$ cat src/rtl/can_rx_fifo.sv
// Receive-side frame buffer for the CAN controller: ID/mask acceptance filters
// feeding a DEPTH-entry FIFO that is drained over the 32-bit peripheral bus.
module can_rx_fifo #(
  parameter int DEPTH = 4,
  parameter int NFILT = 2
) (
  input  logic        clk,
  input  logic        rst_n,
  input  logic        frm_valid,
  input  logic [28:0] frm_id,
  input  logic        frm_ext,
  input  logic        frm_rtr,
  input  logic [3:0]  frm_dlc,
  input  logic [63:0] frm_data,
  input  logic [5:0]  address,
  input  logic [31:0] data_in,
  input  logic [1:0]  data_write_n,
  input  logic [1:0]  data_read_n,
  output logic [31:0] data_out,
  output logic        data_ready,
  output logic        user_interrupt
);

  localparam int AW = $clog2(DEPTH);
  localparam logic [AW:0]   LVL_FULL = (AW+1)'(DEPTH);
  localparam logic [AW-1:0] PTR_ONE  = AW'(1);

  logic [28:0]      mem_id   [DEPTH];
  logic [3:0]       mem_dlc  [DEPTH];
  logic [1:0]       mem_fidx [DEPTH];
  logic [63:0]      mem_data [DEPTH];
  logic [DEPTH-1:0] mem_ext, mem_rtr;

  logic [AW-1:0] wr_ptr, rd_ptr;
  logic [AW:0]   level;
  logic          ovf;
  logic [1:0]    ien;

  logic [NFILT-1:0] f_en, f_ext;
  logic [28:0]      f_id   [NFILT];
  logic [28:0]      f_mask [NFILT];

  logic wr_en, rd_en, ctrl_wr, pop_req, flush, clr_ovf;
  logic empty, full, any_en, hit_any, accept, do_pop, do_push, push_en, ovf_set;
  logic [1:0] hit_idx;
  logic unused_ok;

  assign unused_ok = data_in[29];

  assign wr_en   = (data_write_n == 2'b10);
  assign rd_en   = (data_read_n == 2'b10);
  assign ctrl_wr = wr_en && (address == 6'h10);
  assign pop_req = ctrl_wr & data_in[0];
  assign flush   = ctrl_wr & data_in[1];
  assign clr_ovf = ctrl_wr & data_in[2];

  assign empty = (level == '0);
  assign full  = (level == LVL_FULL);

  // Descending scan so the lowest-index hit is the one that sticks.
  always_comb begin
    hit_any = 1'b0;
    hit_idx = 2'd0;
    for (int k = NFILT - 1; k >= 0; k--) begin
      if (f_en[k] && (f_ext[k] == frm_ext) && (((frm_id ^ f_id[k]) & f_mask[k]) == 29'd0)) begin
        hit_any = 1'b1;
        hit_idx = 2'(k);
      end
    end
  end

  assign any_en  = |f_en;
  assign accept  = frm_valid & (~any_en | hit_any);
  assign do_pop  = pop_req & ~empty;
  assign do_push = accept & (~full | do_pop);
  assign push_en = do_push & ~flush;
  // A frame lost to a same-cycle flush is not counted as an overflow.
  assign ovf_set = accept & full & ~do_pop & ~flush;

  always_ff @(posedge clk or negedge rst_n) begin
    if (!rst_n) begin
      wr_ptr <= '0;
      rd_ptr <= '0;
      level  <= '0;
      ovf    <= 1'b0;
      ien    <= 2'b00;
      f_en   <= '0;
      f_ext  <= '0;
      for (int k = 0; k < NFILT; k++) begin
        f_id[k]   <= '0;
        f_mask[k] <= '0;
      end
    end else begin
      if (flush) begin
        wr_ptr <= '0;
        rd_ptr <= '0;
        level  <= '0;
      end else begin
        if (push_en) wr_ptr <= wr_ptr + PTR_ONE;
        if (do_pop)  rd_ptr <= rd_ptr + PTR_ONE;
        level <= level + (AW+1)'(push_en) - (AW+1)'(do_pop);
      end
      if (ovf_set)      ovf <= 1'b1;
      else if (clr_ovf) ovf <= 1'b0;
      if (ctrl_wr) ien <= data_in[9:8];
      for (int k = 0; k < NFILT; k++) begin
        if (wr_en && (address == 6'(32 + 8 * k))) begin
          f_en[k]  <= data_in[31];
          f_ext[k] <= data_in[30];
          f_id[k]  <= data_in[28:0];
        end
        if (wr_en && (address == 6'(36 + 8 * k))) f_mask[k] <= data_in[28:0];
      end
    end
  end

  // Frame storage carries no reset; empty/level gate every read of it.
  always_ff @(posedge clk) begin
    if (push_en) begin
      mem_id[wr_ptr]   <= frm_id;
      mem_ext[wr_ptr]  <= frm_ext;
      mem_rtr[wr_ptr]  <= frm_rtr;
      mem_dlc[wr_ptr]  <= frm_dlc;
      mem_fidx[wr_ptr] <= hit_idx;
      mem_data[wr_ptr] <= frm_data;
    end
  end

  always_comb begin
    data_out = '0;
    if (rd_en) begin
      case (address)
        6'h00: if (!empty) data_out = {mem_ext[rd_ptr], mem_rtr[rd_ptr], 1'b0, mem_id[rd_ptr]};
        6'h04: begin
          if (empty) data_out = 32'h0000_0080;
          else       data_out = {8'd0, 8'(level), 6'd0, ovf, full, 2'b00,
                                 mem_fidx[rd_ptr], mem_dlc[rd_ptr]};
        end
        6'h08: if (!empty) data_out = mem_data[rd_ptr][31:0];
        6'h0C: if (!empty) data_out = mem_data[rd_ptr][63:32];
        6'h10: data_out = {22'd0, ien, 8'd0};
        default: begin
          for (int k = 0; k < NFILT; k++) begin
            if (address == 6'(32 + 8 * k)) data_out = {f_en[k], f_ext[k], 1'b0, f_id[k]};
            if (address == 6'(36 + 8 * k)) data_out = {3'd0, f_mask[k]};
          end
        end
      endcase
    end
  end

  assign data_ready     = 1'b1;
  assign user_interrupt = (ien[0] & ~empty) | (ien[1] & ovf);

endmodule

$ cat config.mk
export PLATFORM = sky130hd
export DESIGN_NAME = can_rx_fifo
export DESIGN_NICKNAME = d
export VERILOG_FILES = /design/src/rtl/can_rx_fifo.sv
export SDC_FILE = /design/constraint.sdc
export NUM_CORES = 1
export LEC_CHECK = 0
export ABC_AREA = 1
export CORE_ASPECT_RATIO = 1.5
export CORE_MARGIN = 4
export CORE_UTILIZATION = 30
export CTS_CLUSTER_DIAMETER = 60
export CTS_CLUSTER_SIZE = 25
export DETAILED_ROUTE_END_ITERATION = 16
export MAX_ROUTING_LAYER = met4
export PLACE_DENSITY = 0.56
export SYNTH_ARGS = -nofsm -noshare
export SYNTH_HDL_FRONTEND = slang
export SYNTH_SLANG_ARGS = --single-unit
export TNS_END_PERCENT = 100
$ cat constraint.sdc
create_clock -name clk -period 13 [get_ports clk]
set_clock_uncertainty 0.1 [all_clocks]
set_input_delay 2.6 -clock clk [delete_from_list [all_inputs] [get_ports clk]]
set_output_delay 2.6 -clock clk [all_outputs]
set_load 0.005 [all_outputs]
==> out/qor.txt <==
Slew Limit Headroom: 0.2026
Hold WS: 0.3994 ns
CTS buffer count: 28
Max VDD drop: 90.52 µV
Reg2Reg Setup Slack: 8.79 ns
share of the synthesized area in the top cell type: 0.5258
area grow syn2layout: 15.99%
PortBufs: 175
Peak Freq: 112.5 MHz
Critical Path AT: 6.19 ns
cell accounting for the most synthesized area: edfxtp_1
H-Tree Level Count: 1
ys async rst share: 0.2453
Die W: 233.3 µm
worst setup path category: primary input to output pin
area post-placement: 25,550 µm²
Worst Hold Path Cells: 2
IO Count: 178
Seq cells post-synth: 530
CP required: 10.30 ns
WHS Endpoint: ien[0]
Syn Inst Count: 2,192
Critical Path End Type: output pin
CP Max Fanout: 28
Iter 0 DRT Violations: 1,583
TritonCTS clock tree: done
GR Overflow Total: 0
Seq/Total Area, Yosys: 0.6682
clock slew at reported path FFs: 0.11 ns
CTS max path bufs: 3
CP startpoint: address[0]
Post-CTS Resized: 0
fin crit period: 8.885 ns
EDFF count, synth: 400
hpwl dp: 45.54 mm
Nets: 2,451
fin. max-slew vios: 0
final instance area: 26,500 µm²
# Max-Cap Violations: 0
DRT Pass-1 Iters: 6
initial antenna violation count: 8
fraction of layout cells with a size suffix above 1: 0.04866
main area contributors after synthesis: edfxtp_1, dfrtp_1, o21ai_0, nand2_1, nor2_1
status: finished clean
fin util: 0.3521
worst setup margin: 4.115 ns
row count: 123
top post-synthesis cells by count: nand2_1, edfxtp_1, o21ai_0
GR Util All Layers: 0.1709
DP Worst Slack: 4.146 ns
reg2reg start: f_id[50]
first-pass GRT wire length: 102.7 mm
Vert. Die Dim: 346.0 µm
core area: 75,260 µm²
power per cell area: 143.8 nW/µm²
Die Area: 80,710 µm²
Starting Density: 0.3035
total wire length: 69.65 mm
Routed Antenna Nets: 0
final hold vios: 0
fin crit share: 0.6835
Avg Inst Size Synth: 10.42 µm²
TNS Setup: 0 ns
Hold WC Path Type: flop to flop
Pleak: 0.009595 µW
endpoints failing setup: 0
setup bufs post-CTS: 0
synth warn: 0
CTS Hold Bufs: 0
syn_nets: 2,343
FF-to-FF End: mem_data[1][8]
Clock Latency Late Sink: 0.63 ns
# clock sinks: 530
Worst setup SP type: primary input
Synth Flop Type: edfxtp_1
routed via count: 16.75k
Via density: 5.023
RSZ-0062 raised after global routing: false
placer's final routability congestion estimate: 0.9159
Worst Hold Launch: ien[0]
most instantiated library cell after synthesis: nand2_1
DRC: 0
Least-Margin Pin Slew: 1.192 ns
largest net degree at the start of global routing: 177
R2R depth: 15
vias in the first global route: 16.05k
cell area after synthesis: 22,840 µm²
synth unique cells: 46
clock root cell: clkbuf_16
WL per Instance: 20.89 µm
state kept, by name, summed over array words and instances (netlist names):
register	cells
mem_data	256
mem_id	116
f_id	58
f_mask	58
mem_dlc	16
mem_ext	4
mem_fidx	4
mem_rtr	4
level	3
f_en	2
f_ext	2
ien	2
rd_ptr	2
wr_ptr	2
ovf	1
critical path, stage by stage:
cell and delay (ns):
clkdlybuf4s50_1 0.60, nor2_4 0.07, nand3_2 0.08, clkinv_2 0.40
nand2_1 0.18, buf_4 0.36, inv_1 0.42, nand2_1 0.16
nand3_1 0.08, a211oi_1 0.53, nor3_1 0.17, clkdlybuf4s50_1 0.49
metrics by stage:
step / cells / total power (µW)
2_1_floorplan: 2192 / 2601
3_3_place_gp: 3270 / 2827
3_5_place_dp: 3270 / 2849
4_1_cts: 3322 / 3846
5_1_grt: 3330 / 3982
6_report: 3334 / 3809
worst max path at each step:
stage                      to  slack (ns)  cells past startpoint
2_1_floorplan  mem_data[0][0]        4.63                     11
5_1_grt          data_out[17]        4.05                     12
4_1_cts          data_out[17]        4.13                     12
3_3_place_gp     data_out[17]        4.18                     12
6_report         data_out[17]        4.11                     12
3_5_place_dp     data_out[17]        4.15                     12
per-layer routing:
| layer | vias up | wire length [µm] | track usage | share of wire |
|---|---|---|---|---|
| li1 | 7816 | - | - | - |
| met1 | 8246 | 29230 | 0.2247 | 0.42 |
| met2 | 593 | 33970 | 0.2794 | 0.49 |
| met3 | 92 | 4353 | 0.01941 | 0.062 |
| met4 | 0 | 2108 | 0.05078 | 0.030 |
| met5 | - | 0 | - | 0 |
power by group:
group	internal (µW)	switching [µW]	leakage, µW	total [µW]
Combinational	163	420	0.00373	583
Clock	442	568	0.000449	1010
Sequential	2130	84.5	0.00542	2220
Total	2740	1070	0.00959	3810
kinds of logic (layout without fill, tap and decap cells):
| logic type | count (synthesis) | count (layout) | share of synthesized area |
|---|---|---|---|
| buffers and inverters | 272 | 402 | 0.04798 |
| other | 1 | 13 | 0.0001642 |
| xor gates and xnor gates | 3 | 3 | 0.001150 |
| adders and majority gates | 7 | 7 | 0.004163 |
| AOI/OAI and AO/OA | 580 | 580 | 0.1354 |
| DFF | 530 | 530 | 0.6682 |
| and+or+nand+nor | 799 | 799 | 0.1429 |
area by class of cell:
class | count | area [µm²]
Fill cell | 7365 | 48760
Sequential cell | 530 | 15270
Multi-Input combinational cell | 1390 | 6528
Timing Repair Buffer | 196 | 1919
Tap cell | 1000 | 1251
Clock buffer | 40 | 785.8
Inverter | 154 | 585.6
Clock inverter | 12 | 126.4
Antenna cell | 12 | 30.03
cells in the final DEF (no fill, tap or decap), drive strengths merged, types with 3 or more instances in the layout:
| master | count |
|---|---|
| clkdlybuf4s50 | 174 |
| a221oi | 4 |
| nand2 | 419 |
| o22ai | 97 |
| nor2 | 265 |
| dfrtp | 130 |
| ha | 6 |
| clkinv | 6 |
| o21ai | 368 |
| nand3 | 98 |
| or2 | 3 |
| a22oi | 10 |
| nor3 | 6 |
| buf | 22 |
| edfxtp | 400 |
| diode | 12 |
| inv | 160 |
| nand4 | 7 |
| a21oi | 93 |
| clkbuf | 40 |
(Power assumes the default switching activity.)
==> variant (config.mk and constraints unchanged) <==
Make the reset (`rst_n`) synchronous in one clocked block.
--- a/src/rtl/can_rx_fifo.sv
+++ b/src/rtl/can_rx_fifo.sv
@@ -78,5 +78,5 @@
   assign ovf_set = accept & full & ~do_pop & ~flush;
 
-  always_ff @(posedge clk or negedge rst_n) begin
+  always_ff @(posedge clk) begin
     if (!rst_n) begin
       wr_ptr <= '0;
Formal check against the unedited RTL: differs if rst_n is asserted again (counterexample within 4 cycles, from zero or initial values and one cycle with rst_n low); with rst_n held inactive, the same outputs for 4 cycles.
==> variant against the unedited design <==
Maximum frequency fell by 2.8%; via count fell by 5.8%; first-iteration DRC count fell by 20%; cell area fell by 0.49%; sequential power fell by 8%; sequential share of layout area rose by 2.4 points; total power fell by 11%; sequential cell count rose by 2; die area fell by 0.90%; synthesized area fell by 0.93%; worst setup slack got worse by 250 ps; wire length fell by 0.66%; largest power group unchanged.
==> variant: results (changes against the unedited design) <==
[synth]
postSynthCellCount = 2008  ; -8.4%
netlist-cell-type-count = 43  ; -6.5%
synth.area.top_cells = edfxtp_1 (68%), o21ai_0 (5.2%), nor2_1 (5.2%)
synth_top_cells_by_count = edfxtp_1 (516), nor2_1 (314), nand2_1 (296)
synth_sequential_area_ratio_pct = 69.9  ; +3.1 points
synth-edff-count = 516  ; +29%

[placement]
detailedPlacementHpwl_um = 45800  ; +0.48%
place.gp.congestion = 0.883  ; -3.6%

[layout]
nNetsFinal = 2292  ; -6.5%
drive_above_1_share_pct = 5.10  ; +0.24 points

[route]
drt_first_iter_violations = 1265  ; -20%
route.detailed.vias_per_inst = 4.98  ; -0.88%
drt-wirelength-per-cell_um = 21.8  ; +4.6%

[power_and_ir_drop]
cellInternalPower_w = 0.00258  ; -5.7%

[setup_path]
crit_end = data_out[18]
cp.arrival_ps = 6440  ; +250 ps
worst-path-max-fanout = 32  ; +14%
reg2reg_setup_slack_ps = 8920  ; +130 ps
r2r-end = mem_data[1][19]$_DFFE_PP_
worst_r2r_path_depth = 13  ; -2

[global_route]
wire_length_of_the_first_global_routing_pass_um = 99700  ; -2.9%
grt_start_max_net_pins = 101  ; -43%
groute.usage.overall_pct = 17.0  ; -0.048 points

[clock_network]
cts.reportedPaths.clkPinSlew_ps = 90  ; -20 ps
insertion_delay_ps = 600  ; -30 ps

[outcome]
status = finished clean

[hold_path]
holdCritStartpoint = f_ext[0]$_SDFFE_PN0P_

[variant: cell types whose count changed after synthesis, moves of 9 or more]
cell | unedited run | this run
edfxtp_1 | 400 | 516
nor2_1 | 257 | 314
inv_1 | 138 | 152
dfrtp_1 | 130 | 0
nand2_1 | 417 | 296
dfxtp_1 | 0 | 16
o22ai_1 | 97 | 106
o21ai_0 | 356 | 237
clkbuf_1 | 69 | 45
[variant: final cells by class]
cell class	count	share of cell area, %
Inverter	166	2.38
Clock buffer	33	2.65
Tap cell	1000	4.75
Sequential cell	532	60.0
Antenna cell	11	0.104
Multi-Input combinational cell	1213	22.0
Timing Repair Buffer	201	7.38
Clock inverter	11	0.707
[variant: worst min-delay path by stage]
stage | endpoint | slack [ps] | depth (start not counted)
after floorplan | f_ext[0]$_SDFFE_PN0P_ | 370 | 2
after global placement | f_ext[1]$_SDFFE_PN0P_ | 390 | 2
after detailed placement | f_ext[0]$_SDFFE_PN0P_ | 400 | 2
after CTS | f_ext[0]$_SDFFE_PN0P_ | 420 | 2
after global routing | f_ext[1]$_SDFFE_PN0P_ | 440 | 2
final | f_ext[0]$_SDFFE_PN0P_ | 420 | 2
[variant: kinds of logic after synthesis]
group	count (synthesis)	share of synthesized area [%]
buf+inv	263	4.76
simple gates	738	13.6
fa+ha+maj	7	0.420
other cells	1	0.0166
compound gates	465	11.3
flops	532	69.9
xor+xnor	2	0.0774
[variant: critical path: stages]
cell and delay, ps:
clkdlybuf4s50_1 530, inv_1 50, nand2_1 110, nor3_4 50, buf_4 260, nand2_1 190, nand4_4 610, nor2_4 830
inv_2 120, a21oi_1 460, clkdlybuf4s50_1 600
[variant: stage by stage]
step | instance area [µm²] | hold slack, ps | setup WS, ps | utilization, %
floorplan | 22600 | 373 | 4660 | -
global placement | 25500 | 395 | 3930 | 34.0
detailed placement | 25500 | 400 | 3880 | 34.0
CTS | 26300 | 417 | 3870 | 35.1
global route | 26400 | 438 | 3780 | 35.2
finish | 26400 | 424 | 3860 | 35.2
[variant: metal layers]
layer | part of all wire [%] | GRT usage, % | vias up
li1 | - | - | 7329
met1 | 40 | 21.0 | 7790
met2 | 49 | 28.4 | 552
met3 | 6.5 | 2.70 | 97
met4 | 3.9 | 6.37 | 0
met5 | 0 | - | -
[variant: power by group through the flow]
stage	clock [W]	sequential [W]	combinational (W)
after floorplan	0	0.00209	0.000153
after global placement	0	0.00208	0.000314
after detailed placement	0	0.00208	0.000319
after CTS	0.00103	0.00204	0.000320
after global routing	0.00109	0.00205	0.000342
final	0.00102	0.00204	0.000314
